===== src/rtl/timer_pkg.sv =====
// Shared constants and types for the anti-theft countdown timer bank.
// Channel indices name the role each channel plays in the alarm controller.
package timer_pkg;

   localparam int unsigned CLK_HZ_DEFAULT = 100_000_000;

   localparam int CH_ARM       = 0;
   localparam int CH_DRIVER    = 1;
   localparam int CH_PASSENGER = 2;
   localparam int CH_ALARM     = 3;

   typedef enum logic {
      IDLE = 1'b0,
      RUN  = 1'b1
   } chanState_e;

endpackage


===== src/rtl/countdown_channel.sv =====
// One seconds countdown channel: load, decrement on each 1 Hz tick, flag expiry.
// Cancel outranks start, and start outranks a coincident tick.
module countdown_channel
   import timer_pkg::*;
#(
   parameter int VALUE_W = 4
) (
   input  logic               clock,
   input  logic               reset,
   input  logic               start,
   input  logic               cancel,
   input  logic [VALUE_W-1:0] value,
   input  logic               tick,
   output logic               busy,
   output logic               expired,
   output logic               expired_pulse,
   output logic [VALUE_W-1:0] remaining
);

   chanState_e         state_q;
   logic [VALUE_W-1:0] remaining_q;
   logic               expired_q;
   logic               pulse_q;

   // A zero load expires on the spot; a count of one expires on the next tick.
   always_ff @(posedge clock or posedge reset) begin
      if (reset) begin
         state_q     <= IDLE;
         remaining_q <= '0;
         expired_q   <= 1'b0;
         pulse_q     <= 1'b0;
      end else begin
         pulse_q <= 1'b0;
         if (cancel) begin
            state_q     <= IDLE;
            remaining_q <= '0;
            expired_q   <= 1'b0;
         end else if (start) begin
            if (value != '0) begin
               state_q     <= RUN;
               remaining_q <= value;
               expired_q   <= 1'b0;
            end else begin
               state_q     <= IDLE;
               remaining_q <= '0;
               expired_q   <= 1'b1;
               pulse_q     <= 1'b1;
            end
         end else if (state_q == RUN && tick) begin
            if (remaining_q > VALUE_W'(1)) begin
               remaining_q <= remaining_q - VALUE_W'(1);
            end else begin
               state_q     <= IDLE;
               remaining_q <= '0;
               expired_q   <= 1'b1;
               pulse_q     <= 1'b1;
            end
         end
      end
   end

   assign busy          = (state_q == RUN);
   assign expired       = expired_q;
   assign expired_pulse = pulse_q;
   assign remaining     = remaining_q;

endmodule


===== src/rtl/timer_bank.sv =====
// Free-running 1 Hz / 2 Hz prescaler feeding a bank of independent countdown channels.
// The strobes are registered, so each fires the cycle after its counter wraps.
module timer_bank
   import timer_pkg::*;
#(
   parameter int unsigned CLK_HZ   = CLK_HZ_DEFAULT,
   parameter int          CHANNELS = 4,
   parameter int          VALUE_W  = 4
) (
   input  logic                          clock,
   input  logic                          reset,
   input  logic [CHANNELS-1:0]           start,
   input  logic [CHANNELS-1:0]           cancel,
   input  logic [CHANNELS*VALUE_W-1:0]   value,
   output logic                          one_hz_enable,
   output logic                          two_hz_enable,
   output logic [CHANNELS-1:0]           busy,
   output logic [CHANNELS-1:0]           expired,
   output logic [CHANNELS-1:0]           expired_pulse,
   output logic [CHANNELS*VALUE_W-1:0]   remaining
);

   localparam int CNT_W = (CLK_HZ > 1) ? $clog2(CLK_HZ) : 1;
   localparam logic [CNT_W-1:0] ONE_LAST = CNT_W'(CLK_HZ - 1);
   localparam logic [CNT_W-1:0] TWO_LAST = CNT_W'(CLK_HZ / 2 - 1);

   logic [CNT_W-1:0] oneCount_q, oneCount_d;
   logic [CNT_W-1:0] twoCount_q, twoCount_d;
   logic             oneWrap, twoWrap;
   logic             oneHz_q, twoHz_q;

   // Both counters start together, so every 1 Hz wrap lands on a 2 Hz wrap.
   always_comb begin
      oneWrap    = (oneCount_q == ONE_LAST);
      twoWrap    = (twoCount_q == TWO_LAST);
      oneCount_d = oneWrap ? '0 : oneCount_q + CNT_W'(1);
      twoCount_d = twoWrap ? '0 : twoCount_q + CNT_W'(1);
   end

   always_ff @(posedge clock or posedge reset) begin
      if (reset) begin
         oneCount_q <= '0;
         twoCount_q <= '0;
         oneHz_q    <= 1'b0;
         twoHz_q    <= 1'b0;
      end else begin
         oneCount_q <= oneCount_d;
         twoCount_q <= twoCount_d;
         oneHz_q    <= oneWrap;
         twoHz_q    <= twoWrap;
      end
   end

   assign one_hz_enable = oneHz_q;
   assign two_hz_enable = twoHz_q;

   for (genvar c = 0; c < CHANNELS; c++) begin : g_chan
      countdown_channel #(
         .VALUE_W(VALUE_W)
      ) u_chan (
         .clock        (clock),
         .reset        (reset),
         .start        (start[c]),
         .cancel       (cancel[c]),
         .value        (value[c*VALUE_W +: VALUE_W]),
         .tick         (oneHz_q),
         .busy         (busy[c]),
         .expired      (expired[c]),
         .expired_pulse(expired_pulse[c]),
         .remaining    (remaining[c*VALUE_W +: VALUE_W])
      );
   end

endmodule


===== config.mk =====
export PLATFORM = sky130hd
export DESIGN_NAME = timer_bank
export DESIGN_NICKNAME = d
export VERILOG_FILES = /design/src/rtl/timer_pkg.sv /design/src/rtl/countdown_channel.sv /design/src/rtl/timer_bank.sv
export SDC_FILE = /design/constraint.sdc
export NUM_CORES = 1
export LEC_CHECK = 0
export BUFFER_PORTS_ARGS = -buffer_cell sky130_fd_sc_hd__buf_2
export CAP_MARGIN = 20
export CELL_PAD_IN_SITES_DETAIL_PLACEMENT = 1
export CELL_PAD_IN_SITES_GLOBAL_PLACEMENT = 2
export CORE_MARGIN = 4
export CORE_UTILIZATION = 37
export DETAILED_ROUTE_END_ITERATION = 8
export PLACE_DENSITY_LB_ADDON = 0.1
export SYNTH_ARGS = -nofsm -noshare
export SYNTH_HDL_FRONTEND = slang
export SYNTH_SLANG_ARGS = --single-unit

===== constraint.sdc =====
create_clock -name clock -period 3.3 [get_ports clock]
set_input_delay 0.495 -clock clock [delete_from_list [all_inputs] [get_ports clock]]
set_output_delay 0.495 -clock clock [all_outputs]
set_load 0.01 [all_outputs]

Word-level counts from Yosys, hierarchy flattened --
Cells that the tools add are included.
Storage, ports and cells: flip-flop bits (word level) 84, bits of input ports 26, word-level logic and storage cells 130
Cells by class: add/sub/neg operators 6, order comparisons 4, equality and inequality tests 6, muxes and demuxes 78, reductions and logical operators 16
Operators with widths (count):
- 2-to-1 mux 4 bit | 20
- 2-to-1 mux 1 bit | 56
- adder 27 x 1 -> 27 bit (second input constant) | 2
- 2-to-1 mux 27 bit | 2
- == test 27 x 26 -> 1 bit (second input constant) | 1
- == test 27 bit (second input constant) | 1
- greater-than comparator 4 x 1 -> 1 bit (second input constant) | 4
- nonzero test 4 bit | 4
- subtractor 4 x 1 -> 4 bit (second input constant) | 4
- inequality test 3 bit (second input constant) | 4
- nonzero test 3 bit | 4
- AND reduction 2 bit | 4
- logical AND 1 bit | 4

Depth between registers and ports, before layout --
Gate-level depths: netlist of the first run.
depth after elaboration 5, depth in mapped cells 7, depth with buffers taken out 7

Modules after synthesis --
A second synthesis of the first run with hierarchy kept.
Unflattened totals: cells, all modules 459, area, all modules 4474.3 sq um
By module, submodules not included:
- timer_bank | times used 1, cells each 275, area each 2787.7 sq um
- countdown_channel | times used 4, cells each 46, area each 421.7 sq um

Worst setup path before layout of the first run --
No wires, ideal clock.
path kind register -> register, from register oneCount_q[0], to register oneCount_q[14], arrival 1668 ps, slack 1513 ps, cell stages (with the launch flop) 8, buffers on the path 1, clock period less this slack 1787 ps, path through dfrtp_1 > ha_1 > nand4_2 > nor2_1 > nand2_2 > nor4_4 > buf_6 > nor2_2
On the way: cells in the longest elaborated chain, start to end 2
Ends and longest elaborated chain:
- start: declaration | line timer_bank.sv:27 | logic [CNT_W-1:0] oneCount_q, oneCount_d;
- start signal: assignment | line timer_bank.sv:47 | oneCount_q <= oneCount_d;
- == test 27 bit | line timer_bank.sv:34 | oneWrap = (oneCount_q == ONE_LAST);
- named net oneWrap | line timer_bank.sv:29 | logic oneWrap, twoWrap;
- 2-to-1 mux 27 bit | line timer_bank.sv:36 | oneCount_d = oneWrap ? '0 : oneCount_q + CNT_W'(1);
- named net oneCount_d[14] | line timer_bank.sv:27
The timed path passes the listed nets, and every way through them passes these cells. A chain may end at the register's enable or synchronous reset.

Final worst setup path of the first run --
from register oneCount_q[0], to register oneCount_q[1]
On the way: cells in the longest elaborated chain, start to end 2
Ends and longest elaborated chain (line):
- adder 27 x 1 -> 27 bit / == test 27 bit (equally long branches) | timer_bank.sv:36, timer_bank.sv:34
- 2-to-1 mux 27 bit (*) | timer_bank.sv:36
- named net oneCount_d[1] | timer_bank.sv:27
Mark *: on every way through the listed nets, which the timed path passes. The rest lies on a longest branch.

==> summary.md, run 1 <==
| Metric | Value |
|---|---|
| Outcome | complete, no violations |
| Initial antenna violation count | 0 |
| CP Data Arrival Time | between 2000 and 2500 ps |
| Largest net degree at the start of global routing | 51 |
| Die W | 117 um |
| Largest family of logic cells by synthesized area | simple AND/OR/NAND/NOR gates |
| H-tree Lvls | 3 |
| Most frequent cell after synthesis | dfrtp_1 |
| FF+latch count, synth | 84 |
| CTS Sinks | 84 |
| CP max stage delay | 400 ps |
| Final Net Count | about 520 |
| Post-synthesis mux area share | 1.92% |
| Crit-path cells | ha_1 -> nand4_2 -> nor2_1 -> nand2_2 -> nor4_4 -> buf_4 -> nor2b_1 |
| GRT Total Usage | between 15 and 20% |
| Mapped Area | 4380 sq um |
| Cts repair resizes | 0 |
| Post-synthesis compound-gate area fraction | 6.32% |
| Clock root cell | clkbuf_16 |
| Pint | 1740 uW |
| Buf/Inv on CP | 1 |
| Flop2flop setup slack | 1300 ps |
| DR WL/cell | 15.9 um |
| Fill cell count | 1,317 |
| DRC violations left | 0 |
| CTS tree | built |
| Share of cells above drive strength 1 | 21.4% |
| Ys flop type | dfrtp_1 |
| Initial Util | 38.0% |
| Xor/xnor share of the synthesized area | 9.38% |
| R2R cell count | 7 |
| Io pins | 56 |
| Final wirelength | 9990 um |
| Register area share after synthesis | between 40% and 50% |
| First-pass GRT wire length | 17,100 um |
| CP Launch Type | flop |
| Warnings from Yosys | 0 |
| DR pass1 iterations | 4 |
| CP Data Required Time | 3510 ps |
| Net Sw Frac | 23.2% |
| Final ANT Viol Nets | 0 |
| Post-Place Cells | 612 |
| Global route total overflow | 0 |
| Initial DRC count | 172 |
| Max Clock Skew | 5.47 ps |
| Top post-synthesis cells by count | dfrtp_1, nor2_1, nor3_1, nand2_1, xnor2_1 |
| Critical path capture point type | flop |
| RR Startpoint | oneCount_q[0] |
| Vias in the first global route | 3,409 |
| Fin crit period | between 1500 and 2000 ps |
| Maxcap violations | 0 |
| Placed Area | 4730 sq um |
| Post-route clock period utilization | 60.6% |
| Ant diodes | 0 |
| Via count | around 3,300 |
| Row count | 39 |
| EDFF count, synth | 0 |
| Clock tree buffer depth | 2 |
| CTS buffer count | 9 |
| Setup bufs post-CTS | 0 |
| GPL Wtd Cong | 0.744 |
| Core area | approximately 12,000 sq um |
| Yosys top cell area share | 48.0% |
| IO buf count | 55 |
| Distinct cells, synth | 53 |
| Logic gate share of total power | 7.2% |
| HPWL Detailed | approximately 7400 um |
| Sw power | 525 uW |
| Area Overhead vs Synth | 15.1% |
| Clock-pin transition on the worst setup and hold timing paths | 60 ps |
| Worst VDD drop | between 200 and 250 uV |
| Synth Instances | 432 |
| Worst hold path type | input port to asynchronous set/reset pin |
| Synth area leader | dfrtp_1 |
| Static Leak | between 0.002 and 0.0025 uW |
| Final instance area | 5030 sq um |
| Pwr dens | between 400 and 500 nW/um^2 |
| Syn Nets | 468 |
| Simple-gate share of the synthesized area | 26.8% |
| Ranking of synthesized cells by area | dfrtp_1, xnor2_1, nor3_1 |
| Crit path to | oneCount_q[1] |
| Clk Latency, worst-skew pair | between 300 and 400 ps |
| Post-CTS Hold Fix Bufs | 0 |
| Hold Vio Cnt, Final | 0 |
| Clock power frac | 45.3% |
| Fmax | about 0.5 GHz |
| Rel. slew slack | 38.1% |
| Die Y | around 120 um |
| Synth Area per Inst | 10.1 sq um |
| CP top delay family | simple AND/OR/NAND/NOR gates |
| Async set or reset register ratio after synthesis | 100% |
| Crit path max fanout | 15 |
| Die area | around 14,000 sq um |
| Final setup violation count | 0 |
| Final slew viol count | 0 |
| CP Class | flop to flop |
| Share of power burned in registers | 47.5% |
| Hold Slack | 333 ps |
| RSZ-0062 raised after global routing | false |
| Post-synthesis adder-cell area fraction | approximately 2.9% |
| Crit. path cell count | 7 |
| Launch point of the critical path | oneCount_q[0] |
| Setup_tns | 0 ps |
| CP max stage cell | dfrtp_1 |
| RR Endpoint | oneCount_q[1] |
| Vias per cell | 5.30 |
| Slew @ Worst Pin | 928 ps |
| Final non-filler cell total | 628 |
-- sequential cells by signal, summed over array words and instances, names as in the netlist --
name,flops
two_hz_enable,1
one_hz_enable,1
twoCount_q,27
g_chan.u_chan.remaining,16
g_chan.u_chan.expired,4
g_chan.u_chan.busy,4
g_chan.u_chan.expired_pulse,4
oneCount_q,27
-- routing by layer --
layer | track usage (%) | up-vias | wire length [um]
met4 | 6.88 | 0 | 188
li1 | - | 1606 | -
met5 | 0 | - | 0
met1 | 22.4 | 1662 | 4950
met3 | 2.75 | 10 | 386
met2 | 24.1 | 53 | 4470
-- placed cells by master (no fill, tap or decap), types with 6 or more instances in the layout --
cell / instances
xnor2_1: 26
nor2_1: 44
nand3_1: 19
dfrtp_1: 84
nand4_1: 14
nand2_1: 26
inv_1: 18
nor2b_1: 11
ha_1: 10
xor2_1: 19
a21oi_1: 6
a211oi_1: 14
nor2_2: 9
nor3_1: 35
and3_1: 6
buf_2: 55
nor4_1: 8
clkbuf_16: 9
-- power groups by stage --
stage	clock network, uW	logic (uW)	registers, uW
after detailed placement	0	168	1090
after global routing	1100	188	1080
after CTS	1060	168	1080
after floorplan	0	101	1090
after global placement	0	165	1090
final	1030	164	1080
-- worst register-to-register path, stage by stage, from the launching register on --
cell	delay [ps]
dfrtp_1	400
ha_1	240
nand4_2	190
nor2_1	160
nand2_2	110
nor4_4	360
buf_4	320
nor2b_1	90
-- worst min-delay path by stage --
stage                     slack (ps)                            end            from  cells after the start
after floorplan                  450                 twoCount_q[26]  twoCount_q[26]                      1
after global placement           460                  twoCount_q[0]   twoCount_q[0]                      1
after detailed placement         480                  twoCount_q[0]   twoCount_q[0]                      1
after CTS                        360  g_chan[0].u_chan.remaining[0]           reset                      2
after global routing             410  g_chan[2].u_chan.remaining[3]           reset                      2
final                            330  g_chan[0].u_chan.remaining[0]           reset                      2
-- cells by family (layout without fill, tap and decap cells) --
kind of cell / Yosys count / after routing
AOI/OAI and AO/OA: 38 / 38
xor gates and xnor gates: 46 / 46
adders and majority gates: 10 / 10
buffers and inverters: 40 / 93
DFF: 84 / 84
muxes: 8 / 8
and+or+nand+nor: 206 / 206
-- stage by stage --
stage / util [%] / total power, uW / setup WS (ps)
after floorplan: - / 1200 / 640
after global placement: 41.1 / 1260 / 1400
after detailed placement: 41.1 / 1260 / 1280
after CTS: 43.7 / 2310 / 1270
after global routing: 43.7 / 2370 / 1130
final: 43.7 / 2270 / 1300
-- layout make-up --
type / count / area, sq um / area share [%]
Clock buffer: 12 / 256 / 5.09
Multi-Input combinational cell: 308 / 2070 / 41.1
Sequential cell: 84 / 2100 / 41.7
Timing Repair Buffer: 58 / 310 / 6.16
Tap cell: 143 / 179 / 3.55
Clock inverter: 4 / 47.5 / 0.944
Inverter: 19 / 72.6 / 1.44
No activity file was read; power rests on OpenSTA's default activity.
==> inputs of run 2 (changes only) <==
ABC_AREA = 1   (was not set)
CORE_UTILIZATION = 30   (was 37)
clock period = 1.8 ns   (was 3.3 ns; I/O delays follow)
==> run 2 against run 1 <==
Compared with the run above: the flow now finishes with violations (negative hold slack); register-to-register slack worse by 1100 ps; worst setup slack lost 1100 ps; hold slack worse by 340 ps; sequential power grew 84%; non-clock buffer count is 10 higher; first-iteration DRC count rose by 38%; critical path depth did not move; area after synthesis is 16% higher; largest power group unchanged.
==> summary.md, run 2 <==
| Metric | Value |
|---|---|
| Setup_tns | 0 ps |
| Final wirelength | 14,800 um |
| Distinct cells, synth | 31 |
| Die area | 19,000 sq um |
| Initial Util | 30.6% |
| Fmax | a little over 0.6 GHz |
| Via count | between 4,000 and 5,000 |
| DRC violations left | 0 |
| Io pins | between 50 and 60 |
| Clock tree buffer depth | 2 |
| Final instance area | 5960 sq um |
| Top post-synthesis cells by count | nand2_1, nor2_1, inv_1, dfrtp_1, nand3_1 |
| Final setup violation count | 0 |
| Maxcap violations | 0 |
| Launch point of the critical path | twoCount_q[0] |
| CTS buffer count | 9 |
| HPWL Detailed | around 12,000 um |
| Crit path max fanout | 6 |
| Most frequent cells in the layout | nand2_1, nor2_1, inv_1, dfrtp_1, buf_2 |
| Commonest non-fill, non-tap cell in the layout | nand2_1 |
| Largest net degree at the start of global routing | 49 |
| Worst VDD drop | 471 uV |
| Failing checks | negative hold slack |
| Register area | 2100 sq um |
| Hold Slack | -2.94 ps |
| Die Y | 138 um |
| CP Data Required Time | ~2100 ps |
| Die W | 138 um |
| Flop2flop setup slack | between 150 and 200 ps |
| Clock root cell | clkbuf_16 |
| FF+latch count, synth | 84 |
| RSZ-0062 raised after global routing | false |
| Ys flop type | dfrtp_1 |
| Warnings from Yosys | 0 |
| CP Data Arrival Time | ~1900 ps |
| Outcome | complete, but fails checks |
| CP Class | flop to flop |
| Register area share after synthesis | 41.5% |
| Initial DRC count | 238 |
| Final Net Count | between 800 and 900 |
| Multi-input logic area | ~2500 sq um |
| Final slew viol count | 0 |
| Share of cells above drive strength 1 | 13.6% |
| Clock-pin transition on the worst setup and hold timing paths | 70 ps |
| Row count | 47 |
| Synth Instances | 717 |
| Rel. slew slack | 67.2% |
| Hold Vio Cnt, Final | 1 |
| Synth Area per Inst | roughly 7.1 sq um |
| Ant diodes | 0 |
| RR Endpoint | twoCount_q[18] |
| IO buf count | 55 |
| Core area | between 15,000 and 20,000 sq um |
| Slew @ Worst Pin | approximately 500 ps |
| Placed Area | between 5000 and 6000 sq um |
| CTS Sinks | 84 |
| R2R cell count | 7 |
| Most frequent cell after synthesis | nand2_1 |
| Global route total overflow | 0 |
| Ranking of synthesized cells by area | dfrtp_1, nand2_1, nor2_1 |
| Initial antenna violation count | 0 |
| Synth area leader | dfrtp_1 |
| Critical path capture point type | flop |
| Yosys top cell area share | 41.5% |
| DR pass1 iterations | 4 |
| Max Clock Skew | between 7 and 8 ps |
| Static Leak | between 0.002 and 0.003 uW |
| EDFF count, synth | 0 |
| GPL Wtd Cong | 0.834 |
| First-pass GRT wire length | approximately 24,000 um |
| RR Startpoint | twoCount_q[0] |
| Final ANT Viol Nets | 0 |
| Fill cell count | 2,134 |
| CP Launch Type | flop |
| Async set or reset register ratio after synthesis | 100% |
| Clk Latency, worst-skew pair | 340 ps |
| Post-route clock period utilization | 90.2% |
| Syn Nets | 753 |
| H-tree Lvls | 3 |
| Utilization after layout | 35.9% |
| Vias per cell | 4.63 |
| GRT Total Usage | between 15 and 20% |
| Mapped Area | 5070 sq um |
| Area Overhead vs Synth | 17.6% |
| Vias in the first global route | 4,905 |
| CTS tree | built |
| DR WL/cell | 14.7 um |
| Worst hold path type | input port to asynchronous set/reset pin |
| Pwr dens | 730 nW/um^2 |
| Fin crit period | 1620 ps |
## run 2: cell type report
| cell class | instances | share of cell area (%) |
|---|---|---|
| clock buffer | 11 | 4.07 |
| clock inverter | 5 | 1.03 |
| inverter | 100 | 6.45 |
| timing repair buffer | 68 | 6.89 |
| multi-input combinational | 520 | 41.7 |
| tap | 220 | 4.62 |
| sequential | 84 | 35.3 |
## run 2: repair_timing
item	CTS	global route
hold endpoints to repair	0	0
resized for setup	0	2
hold buffers	0	0
buffers inserted	0	2
setup endpoints to repair	0	8
## run 2: worst max-delay path, cell delays in order (launching register included)
cell	delay, ps
dfrtp_1	430
ha_1	260
inv_1	90
nor2_2	160
nand2_1	180
nor3_1	270
o21ai_0	110
inv_1	60
## run 2: power breakdown
group          internal (uW)  leakage (uW)  switching, uW
clock network           1120      0.000138            823
registers               1940       0.00112           50.7
logic                    153       0.00165            269
## run 2: how the worst max path moves through the flow
| stage | end | slack, ps | cells after the start |
|---|---|---|---|
| after floorplan | oneCount_q[21] | 220 | 9 |
| after global placement | twoCount_q[25] | 110 | 8 |
| after detailed placement | twoCount_q[25] | 80 | 8 |
| after CTS | twoCount_q[25] | 70 | 8 |
| after global routing | g_chan[1].u_chan.expired | 8 | 7 |
| final | twoCount_q[18] | 180 | 7 |
## run 2: kinds of logic (layout without fill, tap and decap cells)
kind of cell / Yosys count / after routing / share of synthesized area, %
DFF: 84 / 84 / 41.5
AOI/OAI and AO/OA: 59 / 59 / 6.40
adders and majority gates: 10 / 10 / 2.47
xor gates and xnor gates: 26 / 26 / 4.49
buffers and inverters: 113 / 184 / 9.68
and+or+nand+nor: 425 / 425 / 35.5
## run 2: metrics by stage
| step | std cells | power (uW) | setup slack, ps |
|---|---|---|---|
| 3_5_place_dp | 990 | 2450 | 81.3 |
| 5_1_grt | 1008 | 4570 | 8.26 |
| 6_report | 1008 | 4350 | 176 |
| 3_3_place_gp | 990 | 2440 | 110 |
| 4_1_cts | 1006 | 4430 | 71.4 |
| 2_1_floorplan | 717 | 2290 | 219 |
## run 2: layer usage
layer	wire [um]	vias to the layer above	GRT usage, %
li1	-	2352	-
met1	7180	2250	22.1
met2	6960	61	26.9
met3	531	9	2.43
met4	140	0	4.83
met5	0	-	0
